`config.mk`:
```
export PLATFORM = sky130hd
export DESIGN_NAME = match_controller
export DESIGN_NICKNAME = d
export VERILOG_FILES = /design/src/rtl/match_controller.sv
export SDC_FILE = /design/constraint.sdc
export NUM_CORES = 1
export LEC_CHECK = 0
export BUFFER_PORTS_ARGS = -buffer_cell sky130_fd_sc_hd__buf_2
export CORE_MARGIN = 2
export CORE_UTILIZATION = 55
export CTS_CLUSTER_SIZE = 14
export DETAILED_ROUTE_END_ITERATION = 8
export PLACE_DENSITY = 0.84
export SLEW_MARGIN = 10
export SYNTH_ARGS = -nofsm -noshare
export SYNTH_HDL_FRONTEND = slang
export SYNTH_SLANG_ARGS = --single-unit
```
`constraint.sdc`:
```
create_clock -name CLK -period 2.2 [get_ports CLK]
set_input_delay 0 -clock CLK [delete_from_list [all_inputs] [get_ports CLK]]
set_output_delay 0 -clock CLK [all_outputs]
set_load 0.02 [all_outputs]
```
`src/rtl/match_controller.sv`:
```
// Match-level sequencer for pong: serve delay, post-point pause, pause/resume,
// score keeping and first-to-WIN_SCORE game over.
module match_controller #(
    parameter int WIN_SCORE    = 3,
    parameter int SERVE_FRAMES = 60,
    parameter int PAUSE_FRAMES = 90
) (
    input  logic       CLK,
    input  logic       RST_N,
    input  logic       start,
    input  logic       tick,
    input  logic       p1_point,
    input  logic       p2_point,
    output logic       ball_run,
    output logic       ball_reset,
    output logic       serve_dir,
    output logic [1:0] p1_score,
    output logic [1:0] p2_score,
    output logic [1:0] winner,
    output logic [2:0] state
);

    localparam int MAX_FRAMES = (SERVE_FRAMES > PAUSE_FRAMES) ? SERVE_FRAMES : PAUSE_FRAMES;
    localparam int CW         = (MAX_FRAMES > 1) ? $clog2(MAX_FRAMES) : 1;

    localparam logic [CW-1:0] SERVE_LAST = CW'(SERVE_FRAMES - 1);
    localparam logic [CW-1:0] PAUSE_LAST = CW'(PAUSE_FRAMES - 1);
    localparam logic [1:0]    WIN        = 2'(WIN_SCORE);

    typedef enum logic [2:0] {
        S_IDLE        = 3'd0,
        S_SERVE_WAIT  = 3'd1,
        S_PLAY        = 3'd2,
        S_PAUSED      = 3'd3,
        S_POINT_PAUSE = 3'd4,
        S_GAME_OVER   = 3'd5
    } state_e;

    state_e          r_state;
    logic [CW-1:0]   r_cnt;
    logic [1:0]      r_p1_score;
    logic [1:0]      r_p2_score;
    logic [1:0]      r_winner;
    logic            r_serve_dir;

    logic [1:0]      w_p1_next;
    logic [1:0]      w_p2_next;

    assign w_p1_next = r_p1_score + 2'd1;
    assign w_p2_next = r_p2_score + 2'd1;

    // NOTE: every register here is written with <= so all next-state terms read pre-edge values.
    always_ff @(posedge CLK or negedge RST_N) begin
        if (!RST_N) begin
            r_state     <= S_IDLE;
            r_cnt       <= '0;
            r_p1_score  <= 2'd0;
            r_p2_score  <= 2'd0;
            r_winner    <= 2'b00;
            r_serve_dir <= 1'b0;
        end else begin
            case (r_state)
                S_IDLE: begin
                    if (start) begin
                        r_state     <= S_SERVE_WAIT;
                        r_cnt       <= '0;
                        r_p1_score  <= 2'd0;
                        r_p2_score  <= 2'd0;
                        r_winner    <= 2'b00;
                        r_serve_dir <= 1'b0;
                    end
                end
                S_SERVE_WAIT: begin
                    if (tick) begin
                        if (r_cnt == SERVE_LAST) begin
                            r_cnt   <= '0;
                            r_state <= S_PLAY;
                        end else begin
                            r_cnt <= r_cnt + 1'b1;
                        end
                    end
                end
                S_PLAY: begin
                    // start outranks a coincident point, which is simply dropped
                    if (start) begin
                        r_state <= S_PAUSED;
                    end else if (p1_point && p2_point) begin
                        r_cnt   <= '0;
                        r_state <= S_POINT_PAUSE;
                    end else if (p1_point) begin
                        r_p1_score  <= w_p1_next;
                        r_serve_dir <= 1'b1;
                        r_cnt       <= '0;
                        if (w_p1_next == WIN) begin
                            r_winner <= 2'b01;
                            r_state  <= S_GAME_OVER;
                        end else begin
                            r_state <= S_POINT_PAUSE;
                        end
                    end else if (p2_point) begin
                        r_p2_score  <= w_p2_next;
                        r_serve_dir <= 1'b0;
                        r_cnt       <= '0;
                        if (w_p2_next == WIN) begin
                            r_winner <= 2'b10;
                            r_state  <= S_GAME_OVER;
                        end else begin
                            r_state <= S_POINT_PAUSE;
                        end
                    end
                end
                S_PAUSED: begin
                    if (start) r_state <= S_PLAY;
                end
                S_POINT_PAUSE: begin
                    if (tick) begin
                        if (r_cnt == PAUSE_LAST) begin
                            r_cnt   <= '0;
                            r_state <= S_PLAY;
                        end else begin
                            r_cnt <= r_cnt + 1'b1;
                        end
                    end
                end
                S_GAME_OVER: begin
                    if (start) begin
                        r_state    <= S_SERVE_WAIT;
                        r_cnt      <= '0;
                        r_p1_score <= 2'd0;
                        r_p2_score <= 2'd0;
                        r_winner   <= 2'b00;
                    end
                end
                default: r_state <= S_IDLE;
            endcase
        end
    end

    assign state      = r_state;
    assign ball_run   = (r_state == S_PLAY);
    assign ball_reset = !((r_state == S_PLAY) || (r_state == S_PAUSED));
    assign serve_dir  = r_serve_dir;
    assign p1_score   = r_p1_score;
    assign p2_score   = r_p2_score;
    assign winner     = r_winner;

endmodule

```
Yosys cells after proc, flatten, opt, wreduce, memory -nomap -nowiden
Index checks and enable logic that the tools add are counted.
{ "totals": {"register_bits": 17, "in_bits": 6, "out_inout_bits": 12, "elab_cells": 95} }
{ "classes": {"addsub": 3, "eq_ne": 26, "n_mux": 46, "reduce_logical": 14} }
{ "op_table": {"columns": ["operator", "n"], "rows": [
  ["$mux 7", 9],
  ["$mux 3", 10],
  ["$mux 2", 14],
  ["$pmux 7 s4", 1],
  ["$ne 2x2->1 const B", 11],
  ["$pmux 3 s5", 1],
  ["$reduce_and 7->1", 2],
  ["$pmux 2 s2", 3],
  ["$reduce_and 6->1", 2],
  ["$reduce_and 5->1", 2],
  ["$add 7x1->7 const B", 1],
  ["$eq 7x6->1 const B", 1],
  ["$eq 7x7->1 const B", 1],
  ["$mux 1", 7],
  ["$eq 3x2->1 const B", 2],
  ["$eq 3x3->1 const B", 2],
  ["$ne 3x2->1 const B", 2],
  ["$ne 5x4->1 const B", 1],
  ["$add 2x1->2 const B", 2],
  ["$eq 2x2->1 const B", 2],
  ["$ne 4x3->1 const B", 1],
  ["$reduce_bool 2->1", 2],
  ["$reduce_bool 4->1", 1],
  ["$eq 3x1->1 const B", 1],
  ["8 further kinds", 8]
]} }

Logic depth before layout (Yosys ltp)
{ "depth": {"word_depth": 8, "mapped_depth": 6, "mapped_depth_nobuf": 6} }

Worst setup path before layout
No wires, ideal clock.
{ "synth_timing": {"kind": "reg2reg", "startpoint": "register r_state[0], in the netlist state[0]", "endpoint": "register r_cnt[5]", "setup_ns": 0.121, "t_arrival_ns": 1.563, "required_time_ns": 2.079, "setup_slack_ns": 0.516, "path_stages_with_launch": 6, "n_path_buf": 1, "synth_period_minus_slack_ns": 1.684, "path_cell_list": "dfrtp_1 -> buf_2 -> nor3b_4 -> nand2_2 -> and2_4 -> a22o_1"} }
{ "synth_between": {"word_cells_on_any_way": 14, "classes_between": "eq/ne (9); mux (1); reduce/logical (4)"} }
{ "synth_rtl": {"columns": ["element", "line_no", "text"], "rows": [
  ["start, declared", "39", "state_e r_state;"],
  ["start signal, assigned", "55", "r_state <= S_IDLE;"],
  ["start signal, assigned", "65", "r_state <= S_SERVE_WAIT;"],
  ["start signal, assigned", "77", "r_state <= S_PLAY;"],
  ["$eq 3x2->1 (*)", null, null],
  ["named net ball_run", "14", "output logic ball_run,"],
  ["$ne 4x3->1 (no line), or another cell as far along", null, null],
  ["$reduce_and 6->1 (no line)", null, null],
  ["end signal, assigned", "79", "r_cnt <= r_cnt + 1'b1;"],
  ["end signal, assigned", "121", "r_cnt <= r_cnt + 1'b1;"],
  ["end, declared", "40", "logic [CW-1:0] r_cnt;"]
]} }
Mark *: on every way through the listed nets, which the timed path passes. The rest lies on a longest branch.
A chain may end at the register's enable or synchronous reset.

Final worst setup path
{ "layout_timing": {"startpoint": "register r_state[0], in the netlist state[0]", "endpoint": "register r_p1_score[1], in the netlist p1_score[1]"} }
{ "layout_between": {"elab_chain_cells": 4, "word_cells_on_any_way": 11, "classes_between": "eq/ne (6); mux (1); reduce/logical (4)"} }
{ "layout_rtl": {"columns": ["element", "line_no", "text"], "rows": [
  ["$eq 3x3->1 / $logic_not 3->1 (equally long branches)", "62", "case (r_state)"],
  ["$reduce_or 2->1 (no line)", null, null],
  ["$ne 2x1->1 (no line) / $reduce_bool 2->1 (equally long branches)", null, null],
  ["$reduce_and 5->1 (no line)", null, null],
  ["end signal, assigned", "91", "r_p1_score <= w_p1_next;"],
  ["end, declared", "41", "logic [1:0] r_p1_score;"]
]} }
Parallel ways exist; a longest one is shown, timed or not.

==> metrics.md <==
| Metric | Value |
|---|---|
| DR pass1 iterations | `4` |
| Num rows | `17` |
| Max Freq | `574 MHz` |
| GR Util met2 | `0.318` |
| Crit path buffers/inverters | `0` |
| Sw frac | `0.484` |
| Core area | `2170 um2` |
| GR Layer Usage met3 | `0.0409` |
| Vias per cell | `6.03` |
| Die W | `51.4 um` |
| Grt ovf | `0` |
| Clock Sinks | `17` |
| Vias in the first global route | `1025` |
| Layout area overhead | `11.6%` |
| Most Crowded Layer GR | `met2` |
| Worst-path maximum fanout | `12` |
| Cell variety after synth | `50` |
| Clock power share | `0.092` |
| Final setup violation count | `0` |
| First-pass GRT wire length | `4.40 mm` |
| CP peak stage delay | `610 ps` |
| CTS Buffer Depth | `2` |
| Sequential share of power | `0.332` |
| Yosys warning count | `0` |
| # port buffers | `17` |
| Ys flop type | `dfrtp_1` |
| Met1 Usage GRT | `0.313` |
| Critical path class | `flip-flop to flip-flop` |
| Fin crit period | `1740 ps` |
| Hold Fails Final Rpt | `0` |
| Crit-path cells | `and2b_1 -> nand3_1 -> nand2_1 -> mux2_2` |
| Remaining DRCs | `0` |
| Die Y | `51.4 um` |
| Most frequent cells in the layout | `buf_2, dfrtp_1, nand3_1, o21ai_0, nand2_1` |
| Mapped Area | `1230 um2` |
| Worst EP arrival | `1940 ps` |
| DP Cell Count | `174` |
| Crit end category | `flip-flop` |
| Fin. max-slew vios | `0` |
| Critical Path Source Type | `flip-flop` |
| Net switching power figure | `0.909 mW` |
| Maximum VDD drop | `0.757 mV` |
| Total Wirelength | `2.62 mm` |
| Leak Pwr | `0.621 nW` |
| Final HPWL DP | `1.88 mm` |
| Ys async rst share | `1.00` |
| Post-CTS resize count | `0` |
| Layout cells sized above 1 | `0.252` |
| Max H-tree Level | `1` |
| Seq/Total Area, Yosys | `0.344` |
| Synthesized instance count | `132` |
| Worst-path clk slew | `110 ps` |
| Area of the multi-input gates | `757 um2` |
| Worst path slowest cell | `dfrtp_1` |
| Setup TNS | `0 ps` |
| Largest net degree at the start of global routing | `18` |
| Initial core utilization | `0.569` |
| Power Internal | `0.969 mW` |
| Clk root buf | `clkbuf_4` |
| Least-Margin Pin Slew | `418 ps` |
| Crit share post-route | `0.792` |
| I/O pin count | `18` |
| EDFF count, synth | `0` |
| Reg area | `425 um2` |
| Initial DRC Count | `37` |
| Mean Syn Cell Area | `9.36 um2` |
| Fill cells | `177` |
| Maxcap violations | `0` |
| Die area | `2640 um2` |
| RSZ-0062 raised after global routing | `no` |
| Power Density | `1360 nW/um2` |
| Status | `finished, final reports clean` |
| Drt wl/cell | `14.6 um` |
| Initial antenna violation count | `0` |
| Post-route ant nets | `0` |
| FF+latch count, synth | `17` |
| Combinational cell fraction of total power | `0.576` |
| # nets final | `162` |
| GP Congestion | `0.786` |
| CTS tree | `yes` |
| Hold Path Class | `input pin to flip-flop` |
| Worst slew margin | `0.721` |
| CTS Buf Count | `3` |
| Syn nets | `142` |
| Worst EP required | `2400 ps` |
| Final Skew | `6.17 ps` |
| Clk_lat worst skew | `300 ps` |
| Total track usage | `0.222` |
| ANT cells | `0` |
| Post-route insts no fill | `179` |
| Vias | `1079` |
| Cell family with most CP delay | `simple AND/OR/NAND/NOR gates` |
==> synth_stat cells, drive strengths merged, types with 3 or more instances <==
master / number / area (um2)
a21oi: 5 / 36.3
o21ai: 12 / 60.1
o211ai: 4 / 30.0
buf: 4 / 26.3
nand3: 10 / 50.1
inv: 6 / 22.5
nand2: 9 / 36.3
mux2: 4 / 48.8
nor2: 6 / 22.5
nand2b: 7 / 43.8
ha: 4 / 50.1
a31oi: 3 / 18.8
dfrtp: 17 / 425
==> worst register-to-register path, stage by stage (launching register included) <==
cell and delay [ps]:
dfrtp_1 610, and2b_1 290, nand3_1 230, nand2_1 170, mux2_2 340
==> worst paths after layout <==
path,from,endpoint,slack [ps],cells past startpoint
worst max register to register,state[0]$_DFFE_PN0P_,p1_score[1]$_DFFE_PN0P_,460,4
worst max-delay path,state[0]$_DFFE_PN0P_,p1_score[1]$_DFFE_PN0P_,460,4
worst min register to register,serve_dir$_DFFE_PN0P_,serve_dir$_DFFE_PN0P_,530,1
worst min-delay path,p1_point,winner[0]$_DFFE_PN0P_,10,3
max in group asynchronous,RST_N,r_cnt[1]$_DFFE_PN0P_,1780,2
min in group asynchronous,RST_N,state[0]$_DFFE_PN0P_,140,2
==> what timing repair did <==
item / in CTS / in global routing
setup buffers: 0 / 0
hold buffers: 1 / 0
hold endpoints to repair: 17 / 0
==> final cells by class <==
type / count / area share
clock buffer: 3 / 0.0163
clock inverter: 1 / 0.00363
inverter: 6 / 0.0163
multi-input combinational: 104 / 0.550
sequential: 17 / 0.309
tap: 28 / 0.0254
timing repair buffer: 20 / 0.0799
==> metrics by stage <==
step | total power [mW] | setup slack [ps] | area, um2 | util | hold WS (ps)
final | 1.88 | 458 | 1380 | 0.635 | 11.0
after global routing | 2.03 | 337 | 1380 | 0.635 | 32.7
after CTS | 1.88 | 456 | 1380 | 0.635 | 5.89
after detailed placement | 1.70 | 463 | 1340 | 0.618 | -52.2
after global placement | 1.65 | 521 | 1340 | 0.618 | -52.9
after floorplan | 1.43 | 516 | 1230 | - | -296
==> power by group through the flow <==
stage / clock network (mW) / logic [mW] / registers (mW)
final: 0.173 / 1.08 / 0.623
after global routing: 0.182 / 1.20 / 0.646
after CTS: 0.177 / 1.08 / 0.618
after detailed placement: 0 / 1.07 / 0.625
after global placement: 0 / 1.04 / 0.611
after floorplan: 0 / 0.775 / 0.651
==> sequential cells by signal, indices dropped and copies added, names as in the netlist <==
name	cells
p2_score	2
winner	2
state	3
serve_dir	1
p1_score	2
r_cnt	7
==> cells by family after synthesis <==
family                     count (synthesis)  synth area share
and+or+nand+nor                           52             0.258
AOI/OAI and AO/OA                         41             0.251
buffers and inverters                     11            0.0425
xor gates and xnor gates                   1           0.00709
adders and majority gates                  4            0.0405
DFF                                       17             0.344
muxes                                      6            0.0557
==> routing by layer <==
metal | up-vias | share of wire
li1 | 535 | -
met1 | 510 | 0.49
met2 | 30 | 0.45
met3 | 4 | 0.044
met4 | 0 | 0.010
met5 | - | 0
Note: power is estimated with default switching activity, not from simulation.
